**src/rtl/interval_timer_bank.sv**
```systemverilog
`default_nettype none
// interval_timer_bank: programmable interval slots with 1-cycle readback and a
// start/abort/tick countdown timer that pulses expired after exactly N ticks.
module interval_timer_bank #(
  parameter int NUM_INTERVALS = 3,
  parameter int TIME_WIDTH    = 4,
  parameter int SEL_WIDTH     = 2,
  parameter logic [NUM_INTERVALS*TIME_WIDTH-1:0] DEFAULT_VALUES = 12'h236
) (
  input  logic                  clk,
  input  logic                  global_reset_n,
  input  logic                  reprogram,
  input  logic [SEL_WIDTH-1:0]  time_param_selector,
  input  logic [TIME_WIDTH-1:0] input_time_value,
  output logic                  prog_error,
  input  logic [SEL_WIDTH-1:0]  fsm_requested_interval,
  output logic [TIME_WIDTH-1:0] output_time_value,
  input  logic                  start,
  input  logic                  abort,
  input  logic                  tick,
  output logic                  busy,
  output logic [TIME_WIDTH-1:0] remaining,
  output logic                  expired
);

  localparam logic [SEL_WIDTH:0] NUM_SLOTS = (SEL_WIDTH+1)'(NUM_INTERVALS);

  typedef enum logic [0:0] {IDLE = 1'b0, COUNT = 1'b1} state_t;

  state_t                state_q, state_d;
  logic [TIME_WIDTH-1:0] slot_q [NUM_INTERVALS];
  logic [TIME_WIDTH-1:0] sel_value;
  logic [TIME_WIDTH-1:0] remaining_d;
  logic                  expired_d;
  logic                  write_in_range;
  logic [1:0]            rst_sync_q;
  logic                  rst_n;

  // Assertion reaches every flop at once; release is aligned to clk.
  always_ff @(posedge clk or negedge global_reset_n) begin
    if (!global_reset_n) rst_sync_q <= 2'b00;
    else                 rst_sync_q <= {rst_sync_q[0], 1'b1};
  end
  assign rst_n = rst_sync_q[1];

  assign write_in_range = ({1'b0, time_param_selector} < NUM_SLOTS);

  always_comb begin
    sel_value = '1;
    for (int i = 0; i < NUM_INTERVALS; i++) begin
      if (fsm_requested_interval == SEL_WIDTH'(i)) sel_value = slot_q[i];
    end
  end

  always_ff @(posedge clk or negedge rst_n) begin
    if (!rst_n) begin
      for (int i = 0; i < NUM_INTERVALS; i++)
        slot_q[i] <= DEFAULT_VALUES[i*TIME_WIDTH +: TIME_WIDTH];
      output_time_value <= '0;
      prog_error        <= 1'b0;
    end else begin
      // A zero write restores the slot default so a slot can never hold 0.
      for (int i = 0; i < NUM_INTERVALS; i++) begin
        if (reprogram && time_param_selector == SEL_WIDTH'(i))
          slot_q[i] <= (input_time_value == '0) ?
                       DEFAULT_VALUES[i*TIME_WIDTH +: TIME_WIDTH] : input_time_value;
      end
      output_time_value <= sel_value;
      prog_error        <= reprogram && !write_in_range;
    end
  end

  always_ff @(posedge clk or negedge rst_n) begin
    if (!rst_n) begin
      state_q   <= IDLE;
      remaining <= '0;
      expired   <= 1'b0;
    end else begin
      state_q   <= state_d;
      remaining <= remaining_d;
      expired   <= expired_d;
    end
  end

  always_comb begin
    state_d     = state_q;
    remaining_d = remaining;
    expired_d   = 1'b0;
    if (abort) begin
      state_d     = IDLE;
      remaining_d = '0;
    end else if (start) begin
      state_d     = COUNT;
      remaining_d = sel_value;
    end else if (state_q == COUNT && tick) begin
      if (remaining > TIME_WIDTH'(1)) begin
        remaining_d = remaining - TIME_WIDTH'(1);
      end else begin
        remaining_d = '0;
        state_d     = IDLE;
        expired_d   = 1'b1;
      end
    end
  end

  assign busy = (state_q == COUNT);

endmodule
`default_nettype wire

```
**config.mk**
```make
export PLATFORM = sky130hd
export DESIGN_NAME = interval_timer_bank
export DESIGN_NICKNAME = d
export VERILOG_FILES = /design/src/rtl/interval_timer_bank.sv
export SDC_FILE = /design/constraint.sdc
export NUM_CORES = 1
export LEC_CHECK = 0
export ABC_AREA = 1
export CORE_MARGIN = 2
export CORE_UTILIZATION = 45
export CTS_BUF_LIST = sky130_fd_sc_hd__clkbuf_4
export DETAILED_ROUTE_END_ITERATION = 6
export PLACE_DENSITY = 0.72
export SLEW_MARGIN = 20
export SYNTH_ARGS = -nofsm -noshare
export SYNTH_HDL_FRONTEND = slang
export SYNTH_SLANG_ARGS = --single-unit
```
**constraint.sdc**
```tcl
create_clock -name clk -period 2.2 [get_ports clk]
set_clock_uncertainty 0.2 [all_clocks]
set_input_delay 0.33 -clock clk [delete_from_list [all_inputs] [get_ports clk]]
set_output_delay 0.33 -clock clk [all_outputs]
set_load 0.05 [all_outputs]
```
# After elaboration in Yosys (flattened, before gate mapping)
# Index checks and enable logic that the tools add are counted.
# word_totals
register_bits,25
latchBits,0
ramBits,0
rom_bits,0
input_bits,14
out_inout_bits,11
elab_cells,46
n_memories,0
# classes
n_addsub,1
n_mul,0
div_mod_pow,0
n_lt_le_gt_ge,2
n_eq_ne,5
shifts,0
mux,18
bitwise_logic,0
reduce_logical,11
# op_table
op,n
4-bit 2-to-1 mux,10
1-bit 2-to-1 mux,8
1-bit logical AND,5
"2-bit by 1-bit == test with 1-bit output, second input constant",2
"2-bit == test, second input constant",2
"4-bit by 1-bit > comparator with 1-bit output, second input constant",1
2-bit zero test,2
4-bit zero test,1
"4-bit by 1-bit subtractor with 4-bit output, second input constant",1
"3-bit inequality test, second input constant",1
3-bit nonzero test,1
"2-bit less-than comparator, second input constant",1
2-bit AND reduction,1
1-bit zero test,1

# Longest topological paths before layout
# Gate-level depths: netlist of run 1.
# depth
depth_word,6
mapped_depth,9
depth_no_buf,9

# Least setup slack after synthesis of run 1
# Ideal clock, no wire load.
# synth_path
kind,flip-flop to flip-flop
start,register remaining[0]
end,register remaining[3]
setup_time_ps,66
arrival_ps,1557
t_required_ps,1934
setup_slack_ps,377
stages_incl_launch_ff,10
path_buffers,0
period_less_slack_ps,1823
path_cell_list,dfrtp_1 inv_1 ha_1 inv_1 nand2_1 a21oi_1 nand3_1 nand2_1 nand2_1 nand2_1
# synth_via
elab_chain_len,5
word_cells_on_any_way,6
cone_classes,add/sub (1); order compare (1); mux (4)
# synth_rtl
element,line,source
from (decl),22,"output logic [TIME_WIDTH-1:0] remaining,"
from (signal assigned),80,remaining <= remaining_d;
4-bit by 1-bit subtractor with 4-bit output or 4-bit by 1-bit > comparator with 1-bit output (tied branches),"97, 96",
4-bit 2-to-1 mux (*),96,if (remaining > TIME_WIDTH'(1)) begin
4-bit 2-to-1 mux (*),95,end else if (state_q == COUNT && tick) begin
4-bit 2-to-1 mux (*),92,end else if (start) begin
4-bit 2-to-1 mux (*),89,if (abort) begin
# Mark *: on every way between the ends. The rest lies on a longest branch, timed or not. The select of a mux whose other input is x is not followed.
# A chain may end at the register's enable or synchronous reset.

# Final worst setup path of run 1
# layout_path
start,register remaining[2]
end,output port remaining[2]
# No word-level cell between the ends.

==> reports/summary.txt, run 1 <==
Buf/Inv on CP: 1
GR Util All Layers: 18.2%
wire per inst: 11.5 µm
area of the multi-input gates: 450 µm²
switching share of power: 35.8%
H-tree levels: 1
final-report hold violation count: 0
NumNets Final: 191
Clock Tree Root: clkbuf_4
drc violations: 0
grt total ovfl: 0
Peak VDD IR: 469 µV
sequential area share after synthesis: 53.7%
Data arrival, critical path: 1600 ps
FF-to-FF path depth: 9
antenna violations before repair: 0
initial drt markers: 7
Sink Count: 25
Post-DRT Antenna Nets: 0
period utilization: 96.7%
worst r2r dst: remaining[2]$_DFFE_PN0P_
Die X: 55.1 µm
Max Cap Viol: 0
Mapped Area: 0.00118 mm²
P_leak: 0.731 nW
Area growth, synth to finish: 27.7%
Reg2Reg Setup Slack: 550 ps
Sequential cell area: 632 µm²
P_sw: 0.407 mW
post-CTS sizing: 0
GPL Wtd Cong: 0.829
Rows: 18
fill count: 227
Cell Pwr Density: 757 mW/mm²
Worst Max-Slew Pin Slew: 519 ps
CP Launch Point: remaining[2]$_DFFE_PN0P_
Post-Syn Area per Cell: 8.17 µm²
Die Area: 0.00304 mm²
Largest stage delay, worst path: 830 ps
Syn. warnings: 0
synth unique cells: 20
Worst slew margin: 65.2%
IO Pins: 25
Crit. End Element: primary output
DRT Wirelength: 2.35 mm
Flop pwr share: 50.1%
min Tclk post-route: 2130 ps
number of synthesized register bits: 25
routed via count: 985
half-perimeter wire length after placement: 1.83 mm
Worst-path clk slew: 160 ps
Longest Clk Path Bufs: 2
internal cell power: 0.729 mW
via-per-instance ratio: 4.83
Setup crit start kind: register
vias in the first global route: 948
Crit path max-delay family: buffers and inverters
Antenna Cells: 0
CTS tree: yes
worst hold path type: reg -> async
Reg-to-Reg Start: remaining[0]$_DFFE_PN0P_
number of buffers added on ports: 24
Clk network pwr share: 19.5%
Skew-Pair Late Insertion Delay: 330 ps
Fmax: 470 MHz
DRT Pass-1 Iters: 4
Setup crit end: remaining[2]
net count after synthesis: 160
first-pass GRT wire length: 3.91 mm
pin count of the biggest net entering global routing: 24
final core occ: 60.6%
CTS buffer count: 3
Setup violations, final: 0
RSZ-0062 raised after global routing: false
Max Slew Vio Count: 0
Initial Util: 47.5%
share of post-route cells with drive strength above 1: 8.05%
final setup TNS: 0 ps
Die Y: 55.1 µm
stages on the worst setup path: 1
Comb pwr share: 30.4%
worst path required time: 1670 ps
Cell Chain, Critical Path: clkdlybuf4s50_1
status: finished, final reports clean
Mapped Cells: 144
Crit Path Max Fanout: 5
Setup CP Type: reg -> out
CP max-delay cell: clkdlybuf4s50_1
core box area: 0.00248 mm²
[routing by layer]
layer | share of wire, % | up-vias | global-route usage (%)
li1 | - | 510 | -
met1 | 46 | 449 | 22.0
met4 | 1.4 | 0 | 8.54
met2 | 49 | 22 | 31.5
met3 | 3.7 | 4 | 2.69
met5 | 0 | - | 0
[registers in the layout, indices dropped and copies added, names as in the netlist]
name / count
rst_sync_q: 2
output_time_value: 4
expired: 1
remaining: 4
slot_q: 12
busy: 1
prog_error: 1
[kinds of logic after synthesis]
kind of cell,after synthesis,share of synthesized area [%]
AOI/OAI and AO/OA,19,8.62
adders and majority gates,2,2.13
buffers and inverters,25,7.98
DFF,25,53.7
other,1,0.319
and+or+nand+nor,72,27.2
[how the worst min path moves through the flow]
stage                                  startpoint                        to
after floorplan                    global_reset_n   rst_sync_q[0]$_DFF_PN0_
final                     rst_sync_q[1]$_DFF_PN0_     slot_q[0]$_DFFE_PN0P_
after detailed placement  rst_sync_q[1]$_DFF_PN0_  remaining[3]$_DFFE_PN0P_
after global placement    rst_sync_q[1]$_DFF_PN0_      prog_error$_DFF_PN0_
after CTS                 rst_sync_q[1]$_DFF_PN0_     slot_q[0]$_DFFE_PN0P_
after global routing      rst_sync_q[1]$_DFF_PN0_     slot_q[0]$_DFFE_PN0P_
[timing repair]
action	in CTS	in global routing
setup endpoints to repair	0	0
setup buffers	0	0
hold buffers	1	0
endpoints found under the hold margin	2	0
[power groups by stage]
| stage | clock, mW | combinational [mW] | sequential, mW |
|---|---|---|---|
| 6_report | 0.221 | 0.345 | 0.570 |
| 2_1_floorplan | 0 | 0.135 | 0.668 |
| 5_1_grt | 0.238 | 0.389 | 0.578 |
| 4_1_cts | 0.225 | 0.349 | 0.570 |
| 3_3_place_gp | 0 | 0.339 | 0.577 |
| 3_5_place_dp | 0 | 0.347 | 0.579 |
[placed cells by master (no fill, tap or decap), drive strengths merged, types with 2 or more instances in the layout]
| cell | count |
|---|---|
| nor2 | 15 |
| nand3b | 2 |
| clkbuf | 3 |
| inv | 25 |
| dfrtp | 20 |
| dfstp | 5 |
| nand3 | 6 |
| nand4 | 2 |
| ha | 2 |
| nor3 | 5 |
| a21oi | 5 |
| clkdlybuf4s50 | 24 |
| a31oi | 3 |
| o21ai | 10 |
| nand2 | 41 |
[final cells by class]
| class | count | share of cell area [%] |
|---|---|---|
| timing repair buffer | 26 | 17.2 |
| inverter | 25 | 6.25 |
| sequential | 25 | 42.1 |
| clock inverter | 1 | 0.500 |
| tap | 30 | 2.50 |
| multi-input combinational | 94 | 30.0 |
| clock buffer | 3 | 1.50 |
[cells in the mapped netlist, drive strengths merged]
library cell  count  area share [%]
a21oi             5             2.1
a31oi             3             1.6
and2              1            0.53
conb              1            0.32
dfrtp            20              43
dfstp             5              11
ha                2             2.1
inv              25             8.0
nand2            41              13
nand3             6             2.6
nand3b            2             1.3
nand4             2             1.1
nor2             15             4.8
nor3              5             3.9
o21ai            10             4.3
o21bai            1            0.64
[stage by stage]
step	setup WS [ps]	power (mW)	cells	area [µm²]	hold WS, ps
after CTS	62.9	1.14	204	1500	28.4
after global placement	362	0.916	199	1460	22.0
final	72.1	1.14	204	1500	6.09
after global routing	20.1	1.20	204	1500	51.9
after detailed placement	290	0.926	199	1460	27.9
after floorplan	377	0.803	144	1180	-166
(Power assumes the default switching activity.)
==> run 2, diff against run 1 <==
--- a/config.mk
+++ b/config.mk
@@ -6,7 +6,7 @@
 export NUM_CORES = 1
 export LEC_CHECK = 0
 export ABC_AREA = 1
-export CORE_MARGIN = 2
+export CORE_MARGIN = 4
 export CORE_UTILIZATION = 45
 export CTS_BUF_LIST = sky130_fd_sc_hd__clkbuf_4
 export DETAILED_ROUTE_END_ITERATION = 6
==> reports/summary.txt, run 2 (same netlist as run 1, synthesis figures left out) <==
status: finished, final reports clean
Worst Max-Slew Pin Slew: 542 ps (+23.1 ps)
DRT Wirelength: 2.29 mm (-2.6%)
most frequent cells in the layout: nand2_1 (41), inv_1 (24), clkdlybuf4s50_1 (24)
Post-CTS Setup Bufs: 0 (unchanged)
Clock Tree Root: clkbuf_4
PnR worst setup slack: 100 ps (+28.3 ps)
Initial Util: 47.5% (unchanged)
period utilization: 95.4% (-1.3 points)
pin count of the biggest net entering global routing: 24 (unchanged)
grt total ovfl: 0 (unchanged)
Cell Pwr Density: 750 mW/mm² (-0.92%)
max FFs per register: 12 (unchanged)
CTS tree: yes
number of buffers added on ports: 24 (unchanged)
Crit Path Max Fanout: 5 (unchanged)
Worst slew margin: 63.6% (-1.5 points)
worst r2r dst: remaining[2]$_DFFE_PN0P_
via-per-instance ratio: 4.86 (+0.71%)
Sink Count: 25 (unchanged)
Max Slew Vio Count: 0 (unchanged)
GPL Wtd Cong: 0.822 (-0.81%)
Largest stage delay, worst path: 820 ps (about the same)
Worst-path clk slew: 130 ps (-30 ps)
biggest regs: slot_q: 12 flops, output_time_value: 4 flops, remaining: 4 flops
core box area: 0.00248 mm² (unchanged)
GR Util All Layers: 14.4% (-3.8 points)
worst path required time: 1670 ps (about the same)
FF-to-FF path depth: 9 (unchanged)
Largest Register: slot_q
half-perimeter wire length after placement: 1.83 mm (+0.13%)
P_leak: 0.735 nW (+0.61%)
Data arrival, critical path: 1570 ps (-30 ps)
Cell Count, Final, Fillers Out: 204 (unchanged)
vias in the first global route: 955 (+0.74%)
Cell Chain, Critical Path: clkdlybuf4s50_1
post-CTS sizing: 0 (unchanged)
first-pass GRT wire length: 3.85 mm (-1.4%)
Post-DRT Antenna Nets: 0 (unchanged)
Reg-to-Reg Start: remaining[0]$_DFFE_PN0P_
Die Area: 0.00350 mm² (+15%)
Peak VDD IR: 428 µV (-8.8%)
Crit. End Element: primary output
Crit path max-delay family: buffers and inverters
Longest Clk Path Bufs: 2 (unchanged)
# hold bufs at CTS: 1 (unchanged)
Skew-Pair Late Insertion Delay: 310 ps (-20 ps)
Die Y: 59.1 µm (+7.3%)
Rows: 18 (unchanged)
Area growth, synth to finish: 27.7% (unchanged)
Setup CP Type: reg -> out
RSZ-0062 raised after global routing: false
min Tclk post-route: 2100 ps (-28.3 ps)
H-tree levels: 1 (unchanged)
initial drt markers: 33 (+26)
Setup violations, final: 0 (unchanged)
wire per inst: 11.2 µm (-2.6%)
CP max-delay cell: clkdlybuf4s50_1
fill count: 230 (+1.3%)
Die X: 59.1 µm (+7.3%)
Setup crit start kind: register
Fmax: 476 MHz (+1.3%)
final-report hold violation count: 0 (unchanged)
final core occ: 60.6% (unchanged)
Max Cap Viol: 0 (unchanged)
Min Hold Slack: 16.7 ps (+10.6 ps)
Inst Count DP: 199 (unchanged)
final setup TNS: 0 ps (unchanged)
share of post-route cells with drive strength above 1: 8.05% (unchanged)
worst hold path type: reg -> async
CTS buffer count: 3 (unchanged)
drc violations: 0 (unchanged)
NumNets Final: 191 (unchanged)
Post-Place Setup Slack: 300 ps (+10.4 ps)
Reg2Reg Setup Slack: 560 ps (about the same)
IO Pins: 25 (unchanged)
Buf/Inv on CP: 1 (unchanged)
antenna violations before repair: 0 (unchanged)
Antenna Cells: 0 (unchanged)
most common cell after layout, fill and taps aside: nand2_1
DRT Pass-1 Iters: 4 (unchanged)
routed via count: 992 (+0.71%)
## run 2: routing by layer
| metal | vias up | routed length [µm] | global-route usage [%] |
|---|---|---|---|
| met2 | 22 | 1100 | 25.1 |
| met4 | 0 | 29 | 6.47 |
| met3 | 5 | 112 | 1.96 |
| met5 | - | 0 | 0 |
| met1 | 454 | 1040 | 17.5 |
| li1 | 511 | - | - |
## run 2: cell type report
type	instances	area [µm²]	share of cell area, %
inverter	25	93.8	6.25
multi-input combinational	94	450	30.0
clock buffer	4	30.0	2.00
sequential	25	632	42.1
tap	30	37.5	2.50
timing repair buffer	26	258	17.2
## run 2: worst reg2reg max path, stage by stage (launching register included)
cell	delay [ps]
dfrtp_1	430
inv_1	110
ha_1	230
inv_1	70
nand2_1	70
a21oi_1	220
nand3_1	100
nand2_1	80
nand2_1	50
nand2_1	60
## run 2: metrics by stage
| step | instance area, µm² | power (mW) |
|---|---|---|
| after floorplan | 1180 | 0.803 |
| after global placement | 1460 | 0.916 |
| after detailed placement | 1460 | 0.926 |
| after CTS | 1500 | 1.14 |
| after global routing | 1500 | 1.19 |
| final | 1500 | 1.13 |
## run 2: where the power goes
group | leakage [nW] | switching (mW) | internal, mW
logic | 0.421 | 0.221 | 0.126
registers | 0.296 | 0.0355 | 0.534
clock network | 0.0184 | 0.127 | 0.0830
## run 2: worst max path at each step
stage                                         start                  endpoint  slack, ps  depth (start not counted)
after floorplan            remaining[0]$_DFFE_PN0P_  remaining[3]$_DFFE_PN0P_        380                          9
after global placement                        abort          busy$_DFFE_PN0P_        360                          6
after detailed placement  fsm_requested_interval[1]  remaining[0]$_DFFE_PN0P_        300                          8
after CTS                  remaining[0]$_DFFE_PN0P_              remaining[0]         80                          1
after global routing       remaining[3]$_DFFE_PN0P_              remaining[3]         20                          1
final                      remaining[3]$_DFFE_PN0P_              remaining[3]        100                          1
==> run 3, diff against run 2 <==
--- a/config.mk
+++ b/config.mk
@@ -10,6 +10,7 @@
 export CORE_UTILIZATION = 45
 export CTS_BUF_LIST = sky130_fd_sc_hd__clkbuf_4
 export DETAILED_ROUTE_END_ITERATION = 6
+export HOLD_SLACK_MARGIN = 0.08
 export PLACE_DENSITY = 0.72
 export SLEW_MARGIN = 20
 export SYNTH_ARGS = -nofsm -noshare
==> reports/summary.txt, run 3 (same netlist as run 1, synthesis figures left out) <==
Largest Register: slot_q
Data arrival, critical path: 1570 ps (about the same)
share of post-route cells with drive strength above 1: 8.00% (-0.046 points)
Worst Max-Slew Pin Slew: 542 ps (unchanged)
worst hold stages: 0
final setup TNS: 0 ps (unchanged)
status: finished, final reports clean
Worst slew margin: 63.6% (unchanged)
GPL Wtd Cong: 0.822 (unchanged)
CP max-delay cell: clkdlybuf4s50_1
Setup violations, final: 0 (unchanged)
pin count of the biggest net entering global routing: 24 (unchanged)
vias in the first global route: 966 (+1.2%)
biggest regs: slot_q: 12 flops, output_time_value: 4 flops, remaining: 4 flops
Max Cap Viol: 0 (unchanged)
half-perimeter wire length after placement: 1.83 mm (unchanged)
IO Pins: 25 (unchanged)
post-CTS sizing: 0 (unchanged)
NumNets Final: 192 (+0.52%)
GR Util All Layers: 14.4% (+0.046 points)
initial drt markers: 23 (-30%)
Die Area: 0.00350 mm² (unchanged)
Crit Path Max Fanout: 5 (unchanged)
Setup CP Type: reg -> out
DRT Wirelength: 2.30 mm (+0.57%)
Cell Pwr Density: 746 mW/mm² (-0.52%)
Fmax: 476 MHz (about the same)
Cell Chain, Critical Path: clkdlybuf4s50_1
min Tclk post-route: 2100 ps (+0.113 ps)
max FFs per register: 12 (unchanged)
Skew-Pair Late Insertion Delay: 310 ps (about the same)
DRT Pass-1 Iters: 4 (unchanged)
Crit path max-delay family: buffers and inverters
number of buffers added on ports: 24 (unchanged)
Largest stage delay, worst path: 820 ps (about the same)
final-report hold violation count: 0 (unchanged)
Post-Place Setup Slack: 300 ps (unchanged)
Die X: 59.1 µm (unchanged)
via-per-instance ratio: 4.87 (+0.21%)
Initial Util: 47.5% (unchanged)
Post-DRT Antenna Nets: 0 (unchanged)
wire per inst: 11.2 µm (about the same)
Worst-path clk slew: 130 ps (about the same)
P_leak: 0.740 nW (+0.57%)
worst hold path type: reg -> reg
CTS tree: yes
Crit. End Element: primary output
Reg-to-Reg Start: remaining[0]$_DFFE_PN0P_
PnR worst setup slack: 100 ps (-0.113 ps)
Buf/Inv on CP: 1 (unchanged)
worst r2r dst: remaining[2]$_DFFE_PN0P_
antenna violations before repair: 0 (unchanged)
hold_sp: rst_sync_q[0]$_DFF_PN0_
first-pass GRT wire length: 3.86 mm (+0.36%)
stages on the worst setup path: 1 (unchanged)
FF-to-FF path depth: 9 (unchanged)
Die Y: 59.1 µm (unchanged)
core box area: 0.00248 mm² (unchanged)
hold endpoint: rst_sync_q[1]$_DFF_PN0_
CTS buffer count: 3 (unchanged)
grt total ovfl: 0 (unchanged)
Reg2Reg Setup Slack: 560 ps (about the same)
drc violations: 0 (unchanged)
worst path required time: 1670 ps (about the same)
Min Hold Slack: 165 ps (+149 ps)
Clock Tree Root: clkbuf_4
Peak VDD IR: 432 µV (+0.95%)
most frequent cells in the layout: nand2_1 (41), inv_1 (24), clkdlybuf4s50_1 (24)
most common cell after layout, fill and taps aside: nand2_1
Area growth, synth to finish: 28.5%
Power Total: 1.13 mW (+0.14%)
H-tree levels: 1 (unchanged)
Setup crit start kind: register
routed via count: 999 (+0.71%)
RSZ-0062 raised after global routing: false
Antenna Cells: 0 (unchanged)
Sink Count: 25 (unchanged)
period utilization: 95.4% (about the same)
Max Slew Vio Count: 0 (unchanged)
Longest Clk Path Bufs: 2 (unchanged)
Rows: 18 (unchanged)
fill count: 232 (+0.87%)
run 3: changes by cell type in the layout (fill, tap and decap cells not counted), sizes merged:
cell and delta:
dlygate4sd3 +1
run 3: routing by layer:
metal  up-vias  wire, µm  global-route usage [%]
met1       459      1040                    17.4
li1        513         -                       -
met3         5       111                    1.96
met2        22      1110                    25.4
met4         0        29                    6.47
met5         -         0                       0
run 3: layout make-up:
type / instances / area [µm²] / share of cell area [%]
sequential: 25 / 632 / 41.8
tap: 30 / 37.5 / 2.48
inverter: 25 / 93.8 / 6.21
multi-input combinational: 94 / 450 / 29.8
clock buffer: 4 / 30.0 / 1.99
timing repair buffer: 27 / 268 / 17.7
run 3: how the worst max path moves through the flow:
stage	start	endpoint	slack (ps)
final	remaining[3]$_DFFE_PN0P_	remaining[3]	100
after global routing	remaining[3]$_DFFE_PN0P_	remaining[3]	20
after detailed placement	fsm_requested_interval[1]	remaining[0]$_DFFE_PN0P_	300
after floorplan	remaining[0]$_DFFE_PN0P_	remaining[3]$_DFFE_PN0P_	380
after global placement	abort	busy$_DFFE_PN0P_	360
after CTS	remaining[0]$_DFFE_PN0P_	remaining[0]	80
run 3: where the power goes:
| part | internal [mW] | total [mW] | switching (mW) |
|---|---|---|---|
| clock | 0.0830 | 0.210 | 0.127 |
| sequential | 0.534 | 0.570 | 0.0355 |
| combinational | 0.127 | 0.348 | 0.221 |
run 3: timing repair:
action | CTS | global route
setup endpoints to repair | 0 | 0
endpoints found under the hold margin | 20 | 0
hold buffers | 2 | 0
setup buffers | 0 | 0
run 3: per-stage QoR:
stage | util (%) | area [µm²] | cells
final | 61.0 | 1510 | 205
after global routing | 61.0 | 1510 | 205
after CTS | 61.0 | 1510 | 205
after detailed placement | 59.0 | 1460 | 199
after global placement | 59.0 | 1460 | 199
after floorplan | - | 1180 | 144
